$ cat src/rtl/raster_marker_gen_if.sv
// Handshake bundle for raster_marker_gen: raw pixel stream and frame control in,
// registered raster-scan stream with position markers out.
interface raster_marker_gen_if #(
  parameter int DW = 8,
  parameter int XB = 10,
  parameter int YB = 10
);
  logic          i_start;
  logic [XB-1:0] i_ncols;
  logic [YB-1:0] i_nrows;
  logic          i_valid;
  logic [DW-1:0] i_data;
  logic          i_clr_err;

  logic          o_valid_data;
  logic [DW-1:0] o_data;
  logic          o_col1;
  logic          o_colN;
  logic          o_row1;
  logic          o_rowM;
  logic          o_frame_done;
  logic          o_busy;
  logic          o_err;

  modport master (
    output i_start, i_ncols, i_nrows, i_valid, i_data, i_clr_err,
    input  o_valid_data, o_data, o_col1, o_colN, o_row1, o_rowM,
           o_frame_done, o_busy, o_err
  );

  modport slave (
    input  i_start, i_ncols, i_nrows, i_valid, i_data, i_clr_err,
    output o_valid_data, o_data, o_col1, o_colN, o_row1, o_rowM,
           o_frame_done, o_busy, o_err
  );
endinterface

$ cat src/rtl/raster_marker_gen.sv
// Raster-scan marker generator: tags each accepted pixel with first/last column and
// row markers, pulses frame_done on the final pixel, and flags protocol errors.
module raster_marker_gen #(
  parameter int DW = 8,
  parameter int XB = 10,
  parameter int YB = 10
) (
  input  logic                clk,
  input  logic                rst,
  raster_marker_gen_if.slave  bus
);

  typedef enum logic {
    IDLE   = 1'b0,
    ACTIVE = 1'b1
  } state_t;

  localparam logic [XB-1:0] COL_ONE = XB'(1);
  localparam logic [XB-1:0] COL_MIN = XB'(2);
  localparam logic [YB-1:0] ROW_ONE = YB'(1);

  state_t        state, state_nxt;
  logic [XB-1:0] col, col_nxt;
  logic [YB-1:0] row, row_nxt;
  logic [XB-1:0] ncols_q, ncols_nxt;
  logic [YB-1:0] nrows_q, nrows_nxt;

  logic          start_legal;
  logic          beat;
  logic          err_set;
  logic [XB-1:0] eff_col, eff_ncols;
  logic [YB-1:0] eff_row, eff_nrows;
  logic          first_col, last_col, first_row, last_row, last_pix;

  assign start_legal = bus.i_start && (bus.i_ncols >= COL_MIN) && (bus.i_nrows != '0);

  // A beat accepted on the start cycle is pixel (0,0) of the frame being opened,
  // so its markers come from the live dimensions rather than the latched ones.
  assign eff_col   = (state == IDLE) ? '0          : col;
  assign eff_row   = (state == IDLE) ? '0          : row;
  assign eff_ncols = (state == IDLE) ? bus.i_ncols : ncols_q;
  assign eff_nrows = (state == IDLE) ? bus.i_nrows : nrows_q;

  assign first_col = (eff_col == '0);
  assign last_col  = (eff_col == eff_ncols - COL_ONE);
  assign first_row = (eff_row == '0);
  assign last_row  = (eff_row == eff_nrows - ROW_ONE);
  assign last_pix  = last_col && last_row;

  // NOTE: every signal written here gets a default first, so no path leaves one
  // unassigned and no latch is inferred.
  always_comb begin
    state_nxt = state;
    col_nxt   = col;
    row_nxt   = row;
    ncols_nxt = ncols_q;
    nrows_nxt = nrows_q;
    beat      = 1'b0;
    err_set   = 1'b0;

    case (state)
      IDLE: begin
        if (bus.i_start && !start_legal) begin
          err_set = 1'b1;
        end
        if (start_legal) begin
          state_nxt = ACTIVE;
          ncols_nxt = bus.i_ncols;
          nrows_nxt = bus.i_nrows;
          col_nxt   = '0;
          row_nxt   = '0;
        end
        if (bus.i_valid) begin
          if (start_legal) begin
            beat = 1'b1;
          end else begin
            err_set = 1'b1;
          end
        end
      end
      ACTIVE: begin
        err_set = bus.i_start;
        beat    = bus.i_valid;
      end
      default: begin
        state_nxt = IDLE;
      end
    endcase

    // ncols >= 2 guarantees a start-cycle beat never hits last_pix.
    if (beat) begin
      if (last_pix) begin
        state_nxt = IDLE;
        col_nxt   = '0;
        row_nxt   = '0;
      end else if (last_col) begin
        col_nxt = '0;
        row_nxt = eff_row + ROW_ONE;
      end else begin
        col_nxt = eff_col + COL_ONE;
      end
    end
  end

  // NOTE: sequential state uses non-blocking assignments so every register
  // samples pre-edge values regardless of statement order.
  always_ff @(posedge clk or posedge rst) begin
    if (rst) begin
      state            <= IDLE;
      col              <= '0;
      row              <= '0;
      ncols_q          <= '0;
      nrows_q          <= '0;
      bus.o_valid_data <= 1'b0;
      bus.o_data       <= '0;
      bus.o_col1       <= 1'b0;
      bus.o_colN       <= 1'b0;
      bus.o_row1       <= 1'b0;
      bus.o_rowM       <= 1'b0;
      bus.o_frame_done <= 1'b0;
      bus.o_busy       <= 1'b0;
      bus.o_err        <= 1'b0;
    end else begin
      state            <= state_nxt;
      col              <= col_nxt;
      row              <= row_nxt;
      ncols_q          <= ncols_nxt;
      nrows_q          <= nrows_nxt;
      bus.o_valid_data <= beat;
      if (beat) begin
        bus.o_data <= bus.i_data;
      end
      bus.o_col1       <= beat && first_col;
      bus.o_colN       <= beat && last_col;
      bus.o_row1       <= beat && first_row;
      bus.o_rowM       <= beat && last_row;
      bus.o_frame_done <= beat && last_pix;
      bus.o_busy       <= (state_nxt == ACTIVE);
      // A new violation outranks a simultaneous clear.
      if (err_set) begin
        bus.o_err <= 1'b1;
      end else if (bus.i_clr_err) begin
        bus.o_err <= 1'b0;
      end
    end
  end

endmodule

$ cat src/flat_wrapper.sv
// flat-port wrapper written by rule: the top's interface ports become plain ports
module raster_marker_gen_flat 
#(
  parameter int DW = 8,
  parameter int XB = 10,
  parameter int YB = 10
)
  (clk, rst, bus_i_start, bus_i_ncols, bus_i_nrows, bus_i_valid, bus_i_data, bus_i_clr_err, bus_o_valid_data, bus_o_data, bus_o_col1, bus_o_colN, bus_o_row1, bus_o_rowM, bus_o_frame_done, bus_o_busy, bus_o_err);
  raster_marker_gen_if #(.DW(DW), .XB(XB), .YB(YB)) bus_i ();
  input  logic clk;
  input  logic rst;
  input wire logic [$bits(bus_i.i_start)-1:0] bus_i_start;
  input wire logic [$bits(bus_i.i_ncols)-1:0] bus_i_ncols;
  input wire logic [$bits(bus_i.i_nrows)-1:0] bus_i_nrows;
  input wire logic [$bits(bus_i.i_valid)-1:0] bus_i_valid;
  input wire logic [$bits(bus_i.i_data)-1:0] bus_i_data;
  input wire logic [$bits(bus_i.i_clr_err)-1:0] bus_i_clr_err;
  output wire logic [$bits(bus_i.o_valid_data)-1:0] bus_o_valid_data;
  output wire logic [$bits(bus_i.o_data)-1:0] bus_o_data;
  output wire logic [$bits(bus_i.o_col1)-1:0] bus_o_col1;
  output wire logic [$bits(bus_i.o_colN)-1:0] bus_o_colN;
  output wire logic [$bits(bus_i.o_row1)-1:0] bus_o_row1;
  output wire logic [$bits(bus_i.o_rowM)-1:0] bus_o_rowM;
  output wire logic [$bits(bus_i.o_frame_done)-1:0] bus_o_frame_done;
  output wire logic [$bits(bus_i.o_busy)-1:0] bus_o_busy;
  output wire logic [$bits(bus_i.o_err)-1:0] bus_o_err;
  assign bus_i.i_start = bus_i_start;
  assign bus_i.i_ncols = bus_i_ncols;
  assign bus_i.i_nrows = bus_i_nrows;
  assign bus_i.i_valid = bus_i_valid;
  assign bus_i.i_data = bus_i_data;
  assign bus_i.i_clr_err = bus_i_clr_err;
  assign bus_o_valid_data = bus_i.o_valid_data;
  assign bus_o_data = bus_i.o_data;
  assign bus_o_col1 = bus_i.o_col1;
  assign bus_o_colN = bus_i.o_colN;
  assign bus_o_row1 = bus_i.o_row1;
  assign bus_o_rowM = bus_i.o_rowM;
  assign bus_o_frame_done = bus_i.o_frame_done;
  assign bus_o_busy = bus_i.o_busy;
  assign bus_o_err = bus_i.o_err;
  raster_marker_gen #(.DW(DW), .XB(XB), .YB(YB)) u_core (.clk(clk), .rst(rst), .bus(bus_i));
endmodule
$ cat config.mk
export PLATFORM = sky130hd
export DESIGN_NAME = raster_marker_gen_flat
export DESIGN_NICKNAME = d
export VERILOG_FILES = /design/src/rtl/raster_marker_gen_if.sv /design/src/rtl/raster_marker_gen.sv /design/src/flat_wrapper.sv
export SDC_FILE = /design/constraint.sdc
export NUM_CORES = 1
export LEC_CHECK = 0
export ABC_AREA = 1
export CELL_PAD_IN_SITES_DETAIL_PLACEMENT = 0
export CELL_PAD_IN_SITES_GLOBAL_PLACEMENT = 1
export CORE_AREA = 2 2 106 108
export CTS_BUF_LIST = sky130_fd_sc_hd__clkbuf_8 sky130_fd_sc_hd__clkbuf_16
export DETAILED_ROUTE_END_ITERATION = 8
export DIE_AREA = 0 0 108 110
export PLACE_DENSITY_LB_ADDON = 0.15
export SLEW_MARGIN = 20
export SYNTH_ARGS = -nofsm -noshare
export SYNTH_HDL_FRONTEND = slang
export SYNTH_SLANG_ARGS = --single-unit
$ cat constraint.sdc
create_clock -name clk -period 3.02 [get_ports clk]
set_clock_uncertainty 0.2 [all_clocks]
set_input_delay 0.453 -clock clk [delete_from_list [all_inputs] [get_ports clk]]
set_output_delay 0.453 -clock clk [all_outputs]
set_load 0.01 [all_outputs]
**After elaboration in Yosys (flattened, before gate mapping)**

Index checks and enable logic that the tools add are counted.

- Output and inout port bits: 16
- Logic and storage cells: 65
- Register bits after elaboration: 56

- Add/subtract/negate cells: 4
- Eq/ne operators: 3
- Bitwise operators: 1
- Reductions and logical operators: 17
- Mux-type cells: 26
- $lt $le $gt $ge: 1

Operator list:

| cell | number |
|---|---|
| 10-bit 2-to-1 mux | 14 |
| 10-bit by 1-bit adder with 10-bit output, second input constant | 2 |
| 10-bit == test | 2 |
| 10-bit logical NOT | 2 |
| 10-bit by 1-bit subtractor with 10-bit output, second input constant | 2 |
| 10-bit by 2-bit >= comparator with 1-bit output, second input constant | 1 |
| 1-bit 2-to-1 mux | 10 |
| 10-bit nonzero test | 1 |
| 1-bit logical AND | 9 |
| 1-bit one-hot mux with 2 select lines | 2 |
| 2-bit AND reduction | 2 |
| 2-bit nonzero test | 2 |
| 2-bit != test, second input constant | 1 |
| 1-bit logical NOT | 1 |
| 1-bit NOT | 1 |

**Longest topological paths before layout**

Gate-level depths: netlist of the first run.

- Depth in word-level cells: 10
- Gate-level depth with buffers: 21

**Least setup slack after synthesis of the first run**

No wires, ideal clock.

- Path type: register -> register
- Start: register u_core.bus.o_busy (netlist name)
- End: register u_core.row[7]
- Setup time: 118 ps
- Setup slack: 372 ps
- Period minus slack after synthesis: 2648 ps
- Arrival: 2330 ps
- Cell stages (with the launch flop): 20
- Cells stage by stage: dfrtp_1 > buf_6 > inv_6 > buf_6 > buf_6 > nand2_2 > nand2_4 > inv_2 > ha_1 > xor2_1 > nor2_1 > nand2_1 > nor2_1 > nand3_1 > nor2_4 > nand2_2 > nor2_2 > nand3_1 > nand2_1 > nor2_2

RTL lines:

| element | RTL line | source |
|---|---|---|
| end signal, assigned | raster_marker_gen.sv:126 | `row <= row_nxt;` |
| end, declared | raster_marker_gen.sv:24 | `logic [YB-1:0] row, row_nxt;` |

==> impl_metrics.tcl, run 1 <==
set metrics [dict create \
    outcome "completed" \
    synthCells 640 \
    portBuffers 48 \
    fin_cells 834 \
    nets 732 \
    min_period_over_period_pct 89.4 \
    cts.hold.buffers_added 0 \
    hpwlAfterDp_um 8840 \
    setup_viol 0 \
    p_leak_nw 2.53 \
    critical_path_class "reg -> reg" \
    root_buffer "clkbuf_8" \
    hold_path_class "in -> async" \
    drive_gt1_share_pct 12.4 \
    yosysWarningCount 0 \
    synthArstFlopShare_pct 100 \
    antenna_cells 0 \
    critPathTopFamily "simple AND/OR/NAND/NOR gates" \
    cts_tree "yes" \
    syn-num-nets 679 \
    start_kind "flip-flop" \
    yosysSeqAreaShare_pct 33.4 \
    antenna_found_initial 0 \
    path_max_fanout 27 \
    synthToLayoutAreaGrowth_pct 18.7 \
    fp.dieW_um 108 \
    place_inst 826 \
    max_stage_delay_ns 0.48 \
    power_density_nw_per_um2 399 \
    place_congestion 0.831 \
    dieArea_um2 11900 \
    post_cts_buffers 0 \
    worst_slack_ns 0.321 \
    drt-initial-drc-count 315 \
    cp.required_ns 3.04 \
    h-tree-depth 2 \
    grt_pass1_vias 3880 \
    endpoint_kind "flip-flop" \
    rsz0062_at_grt "false" \
    synth_flop_cell "dfrtp_1" \
    fmax_ghz 0.370 \
    period_needed_ns 2.70 \
    slowest_stage "dfrtp_2" \
    critPathLaunch "u_core.bus.o_busy" \
    fp.coreArea_um2 10700 \
    grt_start_max_net_pins 36 \
    grt_pass1_wl_um 19000 \
    synthDistinctLibCells 35 \
    clk_path_buf_depth 2 \
    peakVddDrop_v 0.000249 \
    vias 4021 \
    slew_headroom_pct 46.4 \
    wl_per_cell_um 13.5 \
    p_total_mw 1.98 \
    clk_latency_ns 0.33 \
    crit_top_cell "inv_1" \
    hold_viol 0 \
    initial_utilization_pct 39.2 \
    crit-reg2reg-launch "u_core.bus.o_busy" \
    finalSetupTns_ns 0 \
    crit_arrival_ns 2.72 \
    ant_nets 0 \
    max_cap_violations 0 \
    clkTransAtPathRegs_ns 0.12 \
    avgSynthCellArea_um2 6.55 \
    slew_violations 0 \
    clock-sinks 56 \
    grt_usage_pct 20.3 \
    synth_area_um2 4190 \
    cts_made_buffers 5 \
    dr.pass1.iters 6 \
    drc 0 \
    crit_buf_inv 4 \
    crit_chain "buf_4 > nand2_1 > inv_1 > ha_1 > inv_1 > nor3_1 > inv_1 > nor3_2 > nand3_1 > xor2_1 > a21oi_2 > nor2_1" \
    die_h_um 110 \
    rows 38 \
    synth-edff-count 0 \
    final_util_pct 46.5 \
    max_slew.worst_pin.slew_ns 0.798 \
    totalWireLength_um 11300 \
    grt.overflow.total 0 \
    io_pins 49 \
    vias_per_cell 4.82 \
    place_ws_ns 0.0375 \
    synth_seq_cells 56 \
]
==> flip-flops by register name (all words and copies together), names as in the netlist <==
| register | flops |
|---|---|
| u_core.bus.o_colN | 1 |
| u_core.col | 10 |
| u_core.bus.o_err | 1 |
| u_core.nrows_q | 10 |
| u_core.bus.o_valid_data | 1 |
| u_core.bus.o_busy | 1 |
| u_core.bus.o_data | 8 |
| u_core.bus.o_rowM | 1 |
| u_core.bus.o_frame_done | 1 |
| u_core.row | 10 |
| u_core.bus.o_col1 | 1 |
| u_core.ncols_q | 10 |
| u_core.bus.o_row1 | 1 |
==> cells in the mapped netlist, drive strengths merged, types with 9 or more instances <==
master	n	area share (%)
nand3	58	7.6
xor2	12	2.5
nor3	10	1.6
nor2	51	6.0
a21oi	10	1.3
o21ai	38	4.7
nand4	9	1.3
buf	11	2.8
inv	94	8.5
dfrtp	56	33
nand2	257	25
o22ai	10	1.5
==> path summary, 6_finish.rpt <==
kind                                            to  slack (ns)  cells past startpoint
min in group clk                 u_core.ncols_q[1]        0.29                      2
setup / recovery                     u_core.row[8]        0.32                     12
max in group asynchronous        u_core.bus.o_busy        1.75                      3
setup reg to reg                     u_core.row[8]        0.32                     12
hold / removal             u_core.bus.o_valid_data        0.27                      2
hold reg to reg                  u_core.ncols_q[1]        0.29                      2
==> area by class of cell <==
class | count | area, µm²
inverters | 96 | 365
repair buffers | 64 | 629
clock buffers | 5 | 68.8
flip-flops and latches | 56 | 1400
multi-input cells | 470 | 2290
well taps | 140 | 175
fillers | 1136 | 5720
clock inverters | 3 | 50.0
==> cell usage in the layout, fill, tap and decap left out, types with 6 or more instances in the layout <==
cell type and n:
clkdlybuf4s50_1 48, ha_1 6, xor2_1 12, nand2_2 22, nand4_1 9, dfrtp_1 55, inv_1 84, nand3_1 54
nand2_1 233, inv_2 9, o21ai_1 13, nor2_2 10, buf_4 13, o21ai_0 23, nor2_1 36, o22ai_1 10
a21oi_1 9, nor3_1 7
==> metal layers <==
layer | track usage (%) | wire length (µm) | up-vias
met4 | 5.13 | 136 | 0
met2 | 30.5 | 4590 | 95
met5 | 0 | 0 | -
met3 | 3.00 | 564 | 9
li1 | - | - | 2094
met1 | 30.7 | 5980 | 1823
==> cell families (layout without fill, tap and decap cells) <==
logic type | Yosys count | in the layout | share of synthesized area (%)
xor gates and xnor gates | 14 | 14 | 2.92
AOI/OAI and AO/OA | 60 | 60 | 7.82
and+or+nand+nor | 390 | 390 | 41.9
buffers and inverters | 114 | 168 | 12.1
DFF | 56 | 56 | 33.4
adders and majority gates | 6 | 6 | 1.79
==> what timing repair did <==
item,CTS,global route
resized for setup,0,1
hold endpoints to repair,0,0
endpoints found under the setup margin,0,1
==> where the power goes <==
part,switching [mW],internal (mW),leakage (nW)
clock network,0.292,0.257,0.0607
logic,0.341,0.228,1.78
registers,0.0470,0.820,0.690
==> through the flow <==
step | instance area (µm²) | hold slack, ns
2_1_floorplan | 4190 | 0.242
3_3_place_gp | 4850 | 0.254
3_5_place_dp | 4850 | 0.259
4_1_cts | 4970 | 0.267
5_1_grt | 4980 | 0.291
6_report | 4980 | 0.271
==> worst register-to-register path, stage by stage (launching register included) <==
cell	delay, ns
dfrtp_2	0.48
buf_4	0.37
nand2_1	0.28
inv_1	0.14
ha_1	0.16
inv_1	0.07
nor3_1	0.19
inv_1	0.10
nor3_2	0.18
nand3_1	0.12
xor2_1	0.17
a21oi_2	0.11
nor2_1	0.04
Power figures use the tool's default switching activity.
==> inputs of run 2 (changes only) <==
--- a/config.mk
+++ b/config.mk
@@ -8,10 +8,10 @@
 export ABC_AREA = 1
 export CELL_PAD_IN_SITES_DETAIL_PLACEMENT = 0
 export CELL_PAD_IN_SITES_GLOBAL_PLACEMENT = 1
-export CORE_AREA = 2 2 106 108
+export CORE_AREA = 2 2 87 131
 export CTS_BUF_LIST = sky130_fd_sc_hd__clkbuf_8 sky130_fd_sc_hd__clkbuf_16
 export DETAILED_ROUTE_END_ITERATION = 8
-export DIE_AREA = 0 0 108 110
+export DIE_AREA = 0 0 89 133
 export PLACE_DENSITY_LB_ADDON = 0.15
 export SLEW_MARGIN = 20
 export SYNTH_ARGS = -nofsm -noshare
==> run 2 against run 1 <==
Compared with the run above: sequential power about the same; core utilization decreased by 0.28 points; largest cell class unchanged; critical path type unchanged; via count increased by 0.35%; largest power group unchanged.
==> impl_metrics.tcl, run 2 (same netlist as run 1, synthesis figures left out) <==
set metrics [dict create \
    totalWireLength_um 11500 \
    fp.coreArea_um2 10800 \
    root_buffer "clkbuf_16" \
    max_cap_violations 0 \
    path_max_fanout 20 \
    io_pins 49 \
    hold_path_class "in -> async" \
    timing.hold.ws_ns 0.216 \
    cts.repair.resized 0 \
    rr_worst_depth 15 \
    cp.required_ns 3.02 \
    start_kind "flip-flop" \
    rsz0062_at_grt "false" \
    finalSetupTns_ns 0 \
    grt_pass1_wl_um 19400 \
    crit_arrival_ns 2.75 \
    p_total_mw 2.12 \
    cts_tree "yes" \
    wl_per_cell_um 13.8 \
    min_period_over_period_pct 91.2 \
    slew_violations 0 \
    synthToLayoutAreaGrowth_pct 19.3 \
    vias 4035 \
    grt_start_max_net_pins 45 \
    die_h_um 133 \
    initial_utilization_pct 38.7 \
    cts_made_buffers 5 \
    fp.dieW_um 89 \
    cts.hold.buffers_added 0 \
    drt-initial-drc-count 147 \
    layout_commonest_cell "nand2_1" \
    placed_cell_area_um2 4840 \
    worst-r2r-setup-slack_ns 0.27 \
    crit-reg2reg-launch "u_core.bus.o_busy" \
    hold_viol 0 \
    place_ws_ns -0.0241 \
    worst_slack_ns 0.266 \
    grt_usage_pct 20.8 \
    endpoint_kind "flip-flop" \
    power_density_nw_per_um2 424 \
    clock-sinks 56 \
    drc 0 \
    outcome "completed" \
    antenna_found_initial 0 \
    portBuffers 48 \
    hpwlAfterDp_um 8990 \
    critical_path_class "reg -> reg" \
    nets 730 \
    clk_path_buf_depth 2 \
    vias_per_cell 4.81 \
    clkTransAtPathRegs_ns 0.08 \
    r2r_end "u_core.row[7]" \
    grt_pass1_vias 4267 \
    slew_headroom_pct 42.1 \
    rows 47 \
    post_cts_buffers 0 \
    clk_latency_ns 0.30 \
    peakVddDrop_v 0.000313 \
    grt.overflow.total 0 \
    ant_nets 0 \
    place_congestion 0.891 \
    antenna_cells 0 \
    max_slew.worst_pin.slew_ns 0.863 \
    drive_gt1_share_pct 12.0 \
    p_leak_nw 2.54 \
    period_needed_ns 2.75 \
    final_cell_mix "nand2_1, inv_1, dfrtp_1, nand3_1, clkdlybuf4s50_1" \
    nFillCells 1208 \
    dr.pass1.iters 6 \
    h-tree-depth 2 \
    dieArea_um2 11800 \
    setup_viol 0 \
    fmax_ghz 0.363 \
    design_area_um2 5000 \
]
[run 2: through the flow]
step | util [%] | std cells
2_1_floorplan | - | 640
3_3_place_gp | 44.7 | 831
3_5_place_dp | 44.7 | 831
4_1_cts | 46.2 | 839
5_1_grt | 46.2 | 839
6_report | 46.2 | 839
[run 2: critical path: stages (launching register included)]
cell and delay (ns):
dfrtp_2 0.50, inv_6 0.18, nand2_1 0.07, nand2_1 0.10, inv_1 0.07, ha_1 0.29, xor2_1 0.16, a21oi_1 0.13
nand3_1 0.10, nor2_1 0.16, nand2_1 0.09, nor2_2 0.10, nand4_1 0.09, buf_4 0.22, nor2_1 0.13, nor2_2 0.05
[run 2: worst max path at each step]
stage / cells after the start / slack (ns) / endpoint / from
finish: 15 / 0.27 / u_core.row[7] / u_core.bus.o_busy
global route: 15 / 0.03 / u_core.col[9] / u_core.bus.o_busy
CTS: 15 / 0.27 / u_core.row[7] / u_core.bus.o_busy
detailed placement: 16 / -0.02 / u_core.row[7] / bus_i_nrows[0]
global placement: 16 / 0.02 / u_core.row[7] / bus_i_nrows[0]
floorplan: 19 / 0.37 / u_core.row[7] / u_core.bus.o_busy
[run 2: layer usage]
layer,GRT usage (%),part of all wire [%],vias up
met5,0,0,-
met4,6.97,2.8,0
met3,1.87,1.4,20
met2,41.5,57,49
met1,21.5,38,1871
li1,-,-,2095
[run 2: power by group]
group	switching [mW]	internal (mW)
logic	0.340	0.224
clock network	0.302	0.393
registers	0.0454	0.820
total	0.687	1.44
[run 2: area by class of cell]
| type | count | area (µm²) | area share (%) |
|---|---|---|---|
| Tap cell | 147 | 184 | 3.68 |
| Clock inverter | 3 | 42.5 | 0.850 |
| Timing Repair Buffer | 62 | 598 | 12.0 |
| Inverter | 96 | 365 | 7.30 |
| Sequential cell | 56 | 1400 | 28.0 |
| Multi-Input combinational cell | 470 | 2290 | 45.7 |
| Clock buffer | 5 | 125 | 2.50 |
